==> config.mk <==
export PLATFORM = sky130hd
export DESIGN_NAME = bp_be_dcache_replay_queue
export DESIGN_NICKNAME = d
export VERILOG_FILES = /design/src/rtl/bp_be_dcache_pkg.sv /design/src/rtl/bp_be_replay_credit_counter.sv /design/src/rtl/bp_be_dcache_replay_queue.sv
export SDC_FILE = /design/constraint.sdc
export NUM_CORES = 1
export LEC_CHECK = 0
export ABC_AREA = 1
export BUFFER_PORTS_ARGS = -buffer_cell sky130_fd_sc_hd__buf_2
export CORE_ASPECT_RATIO = 2
export CORE_MARGIN = 2
export CORE_UTILIZATION = 35
export CTS_BUF_LIST = sky130_fd_sc_hd__clkbuf_4 sky130_fd_sc_hd__clkbuf_8
export CTS_CLUSTER_SIZE = 10
export DETAILED_ROUTE_END_ITERATION = 12
export PLACE_DENSITY = 0.54
export SLEW_MARGIN = 20
export SYNTH_ARGS = -nofsm -noshare
export SYNTH_HDL_FRONTEND = slang
export SYNTH_HIERARCHICAL = 1
export SYNTH_SLANG_ARGS = --single-unit
==> constraint.sdc <==
create_clock -name clk_i -period 4.2 [get_ports clk_i]
set_input_delay 1.26 -clock clk_i [delete_from_list [all_inputs] [get_ports clk_i]]
set_output_delay 1.26 -clock clk_i [all_outputs]
set_load 0.05 [all_outputs]
==> src/rtl/bp_be_dcache_pkg.sv <==
// rtl/bp_be_dcache_pkg.sv - shared replay-queue entry type and issue-pointer ops
`ifndef BP_BE_DCACHE_PKG_SV
`define BP_BE_DCACHE_PKG_SV

// Replay-queue entry: uncached-store flag above the payload, sized by the user.
`define BP_BE_REPLAY_ENTRY_S(width) \
   typedef struct packed { \
      logic             uc_store; \
      logic [width-1:0] payload; \
   } bp_be_replay_entry_s

package bp_be_dcache_pkg;

   // How the issue pointer moves on the next edge.
   typedef enum logic [1:0] {
      e_rptr_hold   = 2'd0,
      e_rptr_inc    = 2'd1,
      e_rptr_rewind = 2'd2
   } bp_be_rptr_op_e;

endpackage

`endif

==> src/rtl/bp_be_replay_credit_counter.sv <==
// rtl/bp_be_replay_credit_counter.sv - outstanding uncached-store credit counter
module bp_be_replay_credit_counter #(
   parameter int max_credits_p = 4
) (
   input  logic clk_i,
   input  logic reset_n_i,
   input  logic inc_i,
   input  logic dec_i,
   output logic full_o,
   output logic empty_o,
   output logic underflow_o
);

   localparam int cnt_width_lp = $clog2(max_credits_p + 1);
   localparam logic [cnt_width_lp-1:0] max_cnt_lp = cnt_width_lp'(max_credits_p);

   logic [cnt_width_lp-1:0] cnt_q, cnt_d;

   assign full_o  = (cnt_q == max_cnt_lp);
   assign empty_o = (cnt_q == '0);

   // Simultaneous issue and return cancel; a lone return at zero is flagged, not applied.
   always_comb begin
      cnt_d       = cnt_q;
      underflow_o = 1'b0;
      if (inc_i && !dec_i) begin
         if (!full_o) cnt_d = cnt_q + cnt_width_lp'(1);
      end else if (dec_i && !inc_i) begin
         if (empty_o) underflow_o = 1'b1;
         else         cnt_d = cnt_q - cnt_width_lp'(1);
      end
   end

   // Counter register.
   always_ff @(posedge clk_i or negedge reset_n_i) begin
      if (!reset_n_i) cnt_q <= '0;
      else            cnt_q <= cnt_d;
   end

endmodule

==> src/rtl/bp_be_dcache_replay_queue.sv <==
// rtl/bp_be_dcache_replay_queue.sv - checkpoint/rollback issue queue with uc-store credits
module bp_be_dcache_replay_queue
   import bp_be_dcache_pkg::*;
#(
   parameter int width_p       = 64,
   parameter int els_p         = 8,
   parameter int max_credits_p = 4,
   localparam int ptr_width_lp = $clog2(els_p) + 1
) (
   input  logic                    clk_i,
   input  logic                    reset_n_i,
   input  logic [width_p-1:0]      data_i,
   input  logic                    uc_store_i,
   input  logic                    v_i,
   output logic                    ready_o,
   output logic [width_p-1:0]      data_o,
   output logic                    v_o,
   input  logic                    yumi_i,
   input  logic                    ckpt_v_i,
   input  logic                    roll_v_i,
   input  logic                    clr_v_i,
   input  logic                    credit_return_i,
   output logic [ptr_width_lp-1:0] count_o,
   output logic                    credits_full_o,
   output logic                    credits_empty_o,
   output logic                    err_o
);

   localparam int idx_width_lp = ptr_width_lp - 1;

   `BP_BE_REPLAY_ENTRY_S(width_p);

   bp_be_replay_entry_s mem_q [els_p];
   bp_be_replay_entry_s head;

   logic [ptr_width_lp-1:0] wptr_q, wptr_d, rptr_q, rptr_d, cptr_q, cptr_d;
   logic                    err_q, err_d;
   logic                    full, ckpt_ok, yumi_eff, enq, credit_underflow;
   bp_be_rptr_op_e          rptr_op;

   assign head = mem_q[rptr_q[idx_width_lp-1:0]];

   // Full when write is a whole lap ahead of commit: only the wrap bit differs.
   assign full     = (wptr_q[ptr_width_lp-1] != cptr_q[ptr_width_lp-1])
                   && (wptr_q[idx_width_lp-1:0] == cptr_q[idx_width_lp-1:0]);
   assign ready_o  = !full;
   assign v_o      = (rptr_q != wptr_q) && !(head.uc_store && credits_full_o);
   assign data_o   = head.payload;
   assign count_o  = wptr_q - cptr_q;
   assign err_o    = err_q;

   // Roll and clear discard a same-cycle yumi; clear also discards the enqueue.
   assign ckpt_ok  = ckpt_v_i && (cptr_q != rptr_q);
   assign yumi_eff = yumi_i && v_o && !roll_v_i && !clr_v_i;
   assign enq      = v_i && ready_o && !clr_v_i;

   bp_be_replay_credit_counter #(
      .max_credits_p(max_credits_p)
   ) credits (
      .clk_i      (clk_i),
      .reset_n_i  (reset_n_i),
      .inc_i      (yumi_eff && head.uc_store),
      .dec_i      (credit_return_i),
      .full_o     (credits_full_o),
      .empty_o    (credits_empty_o),
      .underflow_o(credit_underflow)
   );

   // Pointer next-state: commit first, then clear > roll > issue; rewinds land on the new cptr.
   always_comb begin
      cptr_d  = cptr_q + ptr_width_lp'(ckpt_ok);
      wptr_d  = wptr_q;
      rptr_op = e_rptr_hold;
      if (clr_v_i) begin
         wptr_d  = cptr_d;
         rptr_op = e_rptr_rewind;
      end else begin
         if (enq)           wptr_d  = wptr_q + ptr_width_lp'(1);
         if (roll_v_i)      rptr_op = e_rptr_rewind;
         else if (yumi_eff) rptr_op = e_rptr_inc;
      end
      case (rptr_op)
         e_rptr_rewind: rptr_d = cptr_d;
         e_rptr_inc:    rptr_d = rptr_q + ptr_width_lp'(1);
         default:       rptr_d = rptr_q;
      endcase
      err_d = err_q || (ckpt_v_i && !ckpt_ok) || credit_underflow;
   end

   // Pointer and sticky-error registers.
   always_ff @(posedge clk_i or negedge reset_n_i) begin
      if (!reset_n_i) begin
         wptr_q <= '0;
         rptr_q <= '0;
         cptr_q <= '0;
         err_q  <= 1'b0;
      end else begin
         wptr_q <= wptr_d;
         rptr_q <= rptr_d;
         cptr_q <= cptr_d;
         err_q  <= err_d;
      end
   end

   // Entry storage, unreset; written only on an accepted enqueue.
   always_ff @(posedge clk_i) begin
      if (enq) mem_q[wptr_q[idx_width_lp-1:0]] <= '{uc_store: uc_store_i, payload: data_i};
   end

endmodule

==> results_tabular.tex <==
\begin{tabular}{lr}
\hline
Metric & Value \\
\hline
\multicolumn{2}{l}{\textbf{Routing}} \\
\quad First DRT Iteration DRCs & roughly 1100 \\
\quad Post-detailed-route via-to-cell ratio & roughly 5.2 \\
\quad DRC violations left & 0 \\
\quad First-pass detailed-route iteration total & 5 \\
\quad Average wire per cell in the routed design & 20.76 um \\
\quad Detail Route Antenna Nets & 0 \\
\quad Total via count after detailed routing & $\sim$14000 \\
\quad Total wire length & between 50000 and 60000 um \\
\multicolumn{2}{l}{\textbf{Yosys}} \\
\quad Post-Synthesis Cell Area & between 20000 and 25000 um2 \\
\quad Share of the synthesized area in the top cell type & 73.33\% \\
\quad Number of distinct library cells after synthesis & 30 \\
\quad Count of state elements after synthesis & 536 \\
\quad EDFF count, synth & 520 \\
\quad Sequential cell area fraction in the yosys report & about three quarters \\
\quad Synthesized net count & about 1700 \\
\quad Synthesized instance count & between 1500 and 2000 \\
\quad Cells taking the most area after synthesis & edfxtp\_1 73\%, nor2\_1 4.8\%, nand2\_1 4.6\%, o21ai\_0 4.4\%, o22ai\_1 3.8\% \\
\quad Yosys top cell by area & edfxtp\_1 \\
\quad Share of flip-flops with an asynchronous set or reset after synthesis & under 10\% \\
\quad Total number of yosys warnings & 6 \\
\quad Ys flop type & edfxtp\_1 \\
\quad Synthesized area per cell & approximately 13 um2 \\
\multicolumn{2}{l}{\textbf{Timing}} \\
\quad Number of hold violations in the final report & 0 \\
\quad Post-layout worst setup margin & between 0.15 and 0.2 ns \\
\quad Post-route clock period utilization & approximately 96\% \\
\quad Post-Route Skew & 0.01656 ns \\
\quad Fmax & 248.4 MHz \\
\quad Slew HR & a little under half \\
\quad Number of slew-limit violations in the final report & 0 \\
\quad Min Clock Period, post-route & between 4 and 5 ns \\
\quad Transition at the pin with the smallest max-transition slack & 0.7858 ns \\
\quad RSZ-0062 raised after global routing & false \\
\quad Setup-violating endpoint count in the final report & 0 \\
\multicolumn{2}{l}{\textbf{Clock tree}} \\
\quad H-tree Lvls & 3 \\
\quad Count of hold-fix buffers inserted at cts & 0 \\
\quad Clock buffer depth & 3 \\
\quad CTS clk-pin slew, worst paths & 0.07 ns \\
\quad Cell at the root of the clock tree & clkbuf\_8 \\
\quad Clk Latency, worst-skew pair & between 0.6 and 0.7 ns \\
\quad Clock sink count & between 500 and 600 \\
\quad Clock tree from TritonCTS & done \\
\quad Number of buffers created by CTS & 78 \\
\multicolumn{2}{l}{\textbf{Pwr}} \\
\quad Cell Pwr Density & 776.0 nW/um2 \\
\quad Leak pwr & about 8.6 nW \\
\quad Peak supply drop & between 0.4 and 0.5 mV \\
\multicolumn{2}{l}{\textbf{GRT}} \\
\quad Largest net degree at the start of global routing & 104 \\
\quad Number of antenna violations at the first check in global routing & 9 \\
\quad First-pass GRT wire length & approximately 83000 um \\
\quad All-layer global routing usage & about 17\% \\
\quad Vias in the first global route & roughly 14000 \\
\quad Gr ovfl total & 0 \\
\multicolumn{2}{l}{\textbf{Placement}} \\
\quad Number of I/O port buffers & 145 \\
\quad Final weighted congestion in routability-driven placement & $\sim$0.73 \\
\quad Placed wire-length estimate after detailed placement & approximately 30000 um \\
\quad Post-Place Worst Slack & between 0.6 and 0.7 ns \\
\quad Placed inst area & approximately 23000 um2 \\
\multicolumn{2}{l}{\textbf{Min path}} \\
\quad Worst hold-check path type & reg2reg \\
\multicolumn{2}{l}{\textbf{Floorplanning}} \\
\quad Chip Height & approximately 350 um \\
\quad Die width & approximately 180 um \\
\quad \# rows & about 130 \\
\quad Number of ports placed on the die boundary & approximately 150 \\
\quad Total Die Area & around 63000 um2 \\
\quad Initial core utilization & between 30\% and 40\% \\
\quad Placeable Area & between 60000 and 70000 um2 \\
\multicolumn{2}{l}{\textbf{Setup path}} \\
\quad Most common cell on crit path & nand2\_1 \\
\quad Crit Path Category & reg2out \\
\quad Startpoint type of the worst setup path & flip-flop \\
\quad Max Fanout on Critical Path & 49 \\
\quad Worst-path cell with the longest stage delay & dfrtp\_4 \\
\quad Stage delay of the slowest cell on the critical path & 0.72 ns \\
\quad Data arrival time at the worst-slack endpoint & between 2 and 3 ns \\
\quad Critical path, cell by cell & buf\_6 > o21ai\_0 > o22ai\_1 > nand2\_1 > nand2\_1 > buf\_2 \\
\quad Endpoint required time on the critical path & 2.94 ns \\
\quad Type of destination of the critical path & primary output \\
\multicolumn{2}{l}{\textbf{Layout}} \\
\quad Layout overhead on the synthesized area & 15.34\% \\
\quad Final design area excluding fillers & 24560 um2 \\
\quad Most frequent standard cell in the layout excluding fill and tap cells & edfxtp\_1 \\
\quad Net total in the final layout & between 1500 and 2000 \\
\quad Number of inserted filler cells in the final layout & 5705 \\
\quad Leading cell types in the layout, fill and taps excluded & 520 x edfxtp\_1, 266 x nor2\_1, 261 x nand2\_1, 189 x o21ai\_0, 145 x buf\_2 \\
\quad Share of layout cells above drive strength 1 & between 15 and 20\% \\
\multicolumn{2}{l}{\textbf{Flow run}} \\
\quad Max Cap Violations & 0 \\
\multicolumn{2}{l}{\textbf{Status}} \\
\quad Run status & complete, no violations \\
\hline
\end{tabular}
[report_power, final]
part / internal, W / switching, W / total (W) / leakage, nW
combinational: 0.00207 / 0.00628 / 0.00835 / 2.93
sequential: 0.00637 / 0.000282 / 0.00665 / 4.88
clock: 0.00212 / 0.00194 / 0.00407 / 0.795
total: 0.0106 / 0.00850 / 0.0191 / 8.60
[layout make-up]
cell class | instances | area [um2] | share of cell area [%]
sequential | 536 | 16030 | 65.26
multi-input combinational | 988 | 4672 | 19.02
clock buffer | 110 | 1339 | 5.451
timing repair buffer | 177 | 1204 | 4.901
tap | 774 | 968.4 | 3.943
clock inverter | 30 | 173.9 | 0.7082
inverter | 37 | 160.2 | 0.6521
antenna | 6 | 15.01 | 0.06114
[state kept, by name, summed over array words and instances (netlist names)]
signal,cells
cptr_q,4
credits/cnt_q,3
err_o,1
mem_q,520
rptr_q,4
wptr_q,4
[critical path, delay by kind of cell (launching register included)]
kind / cells / cell delay [ns]
flops: 1 / 0.72
compound gates: 2 / 0.37
simple gates: 2 / 0.27
buf+inv: 2 / 0.71
[metrics by stage]
step	utilization (%)	hold slack, ns	cells	setup TNS, ns	total power (W)
final	40.89	0.4742	2658	0	0.01906
after global placement	38.25	0.4726	2511	0	0.01505
after CTS	40.80	0.4879	2651	0	0.01927
after global routing	40.88	0.5248	2657	0	0.02013
after detailed placement	38.25	0.4708	2511	0	0.01515
after floorplan	-	0.5255	1663	-372.39	0.01272
[path summary, 6_finish.rpt]
check                           startpoint            to  slack [ns]  cells past startpoint
min in group asynchronous        reset_n_i     cptr_q[3]        0.55                      1
worst max-delay path             rptr_q[1]    data_o[21]        0.17                      6
worst min-delay path                 err_o         err_o        0.47                      2
max in group asynchronous        reset_n_i     rptr_q[0]        3.30                      1
worst max register to register   wptr_q[2]  mem_q[2][12]        1.24                      9
worst min register to register       err_o         err_o        0.47                      2
[synth_stat cells (5+ instances only)]
library cell and count:
ha_1 12, o21ai_1 79, buf_4 19, xor2_1 10, buf_2 18, inv_1 34
o21ai_0 189, nor2_1 274, clkbuf_1 55, o22ai_1 128, a21oi_1 6, xnor2_1 5
nand3_1 13, buf_6 6, nand2_1 261, edfxtp_1 520, dfrtp_1 16
[per-layer routing]
| layer | routed length, um | vias up | track usage [%] |
|---|---|---|---|
| li1 | - | 6335 | - |
| met4 | 1646 | 8 | 7.593 |
| met5 | 55 | - | 0 |
| met3 | 2706 | 106 | 3.015 |
| met1 | 22680 | 6868 | 21.24 |
| met2 | 28100 | 396 | 30.23 |
[cells by family after synthesis]
family                   synth area share, %
flip-flops                             75.21
AO/OA/AOI/OAI                          10.31
adder cells (fa/ha/maj)               0.7991
XOR/XNOR                              0.6170
AND/OR/NAND/NOR                        9.931
buffers and inverters                  3.126
[repair_timing]
action	4_1_cts	5_1_grt
setup endpoints to repair	18	1
resized for setup	5	5
buffers inserted	0	1
(Power assumes the default switching activity.)
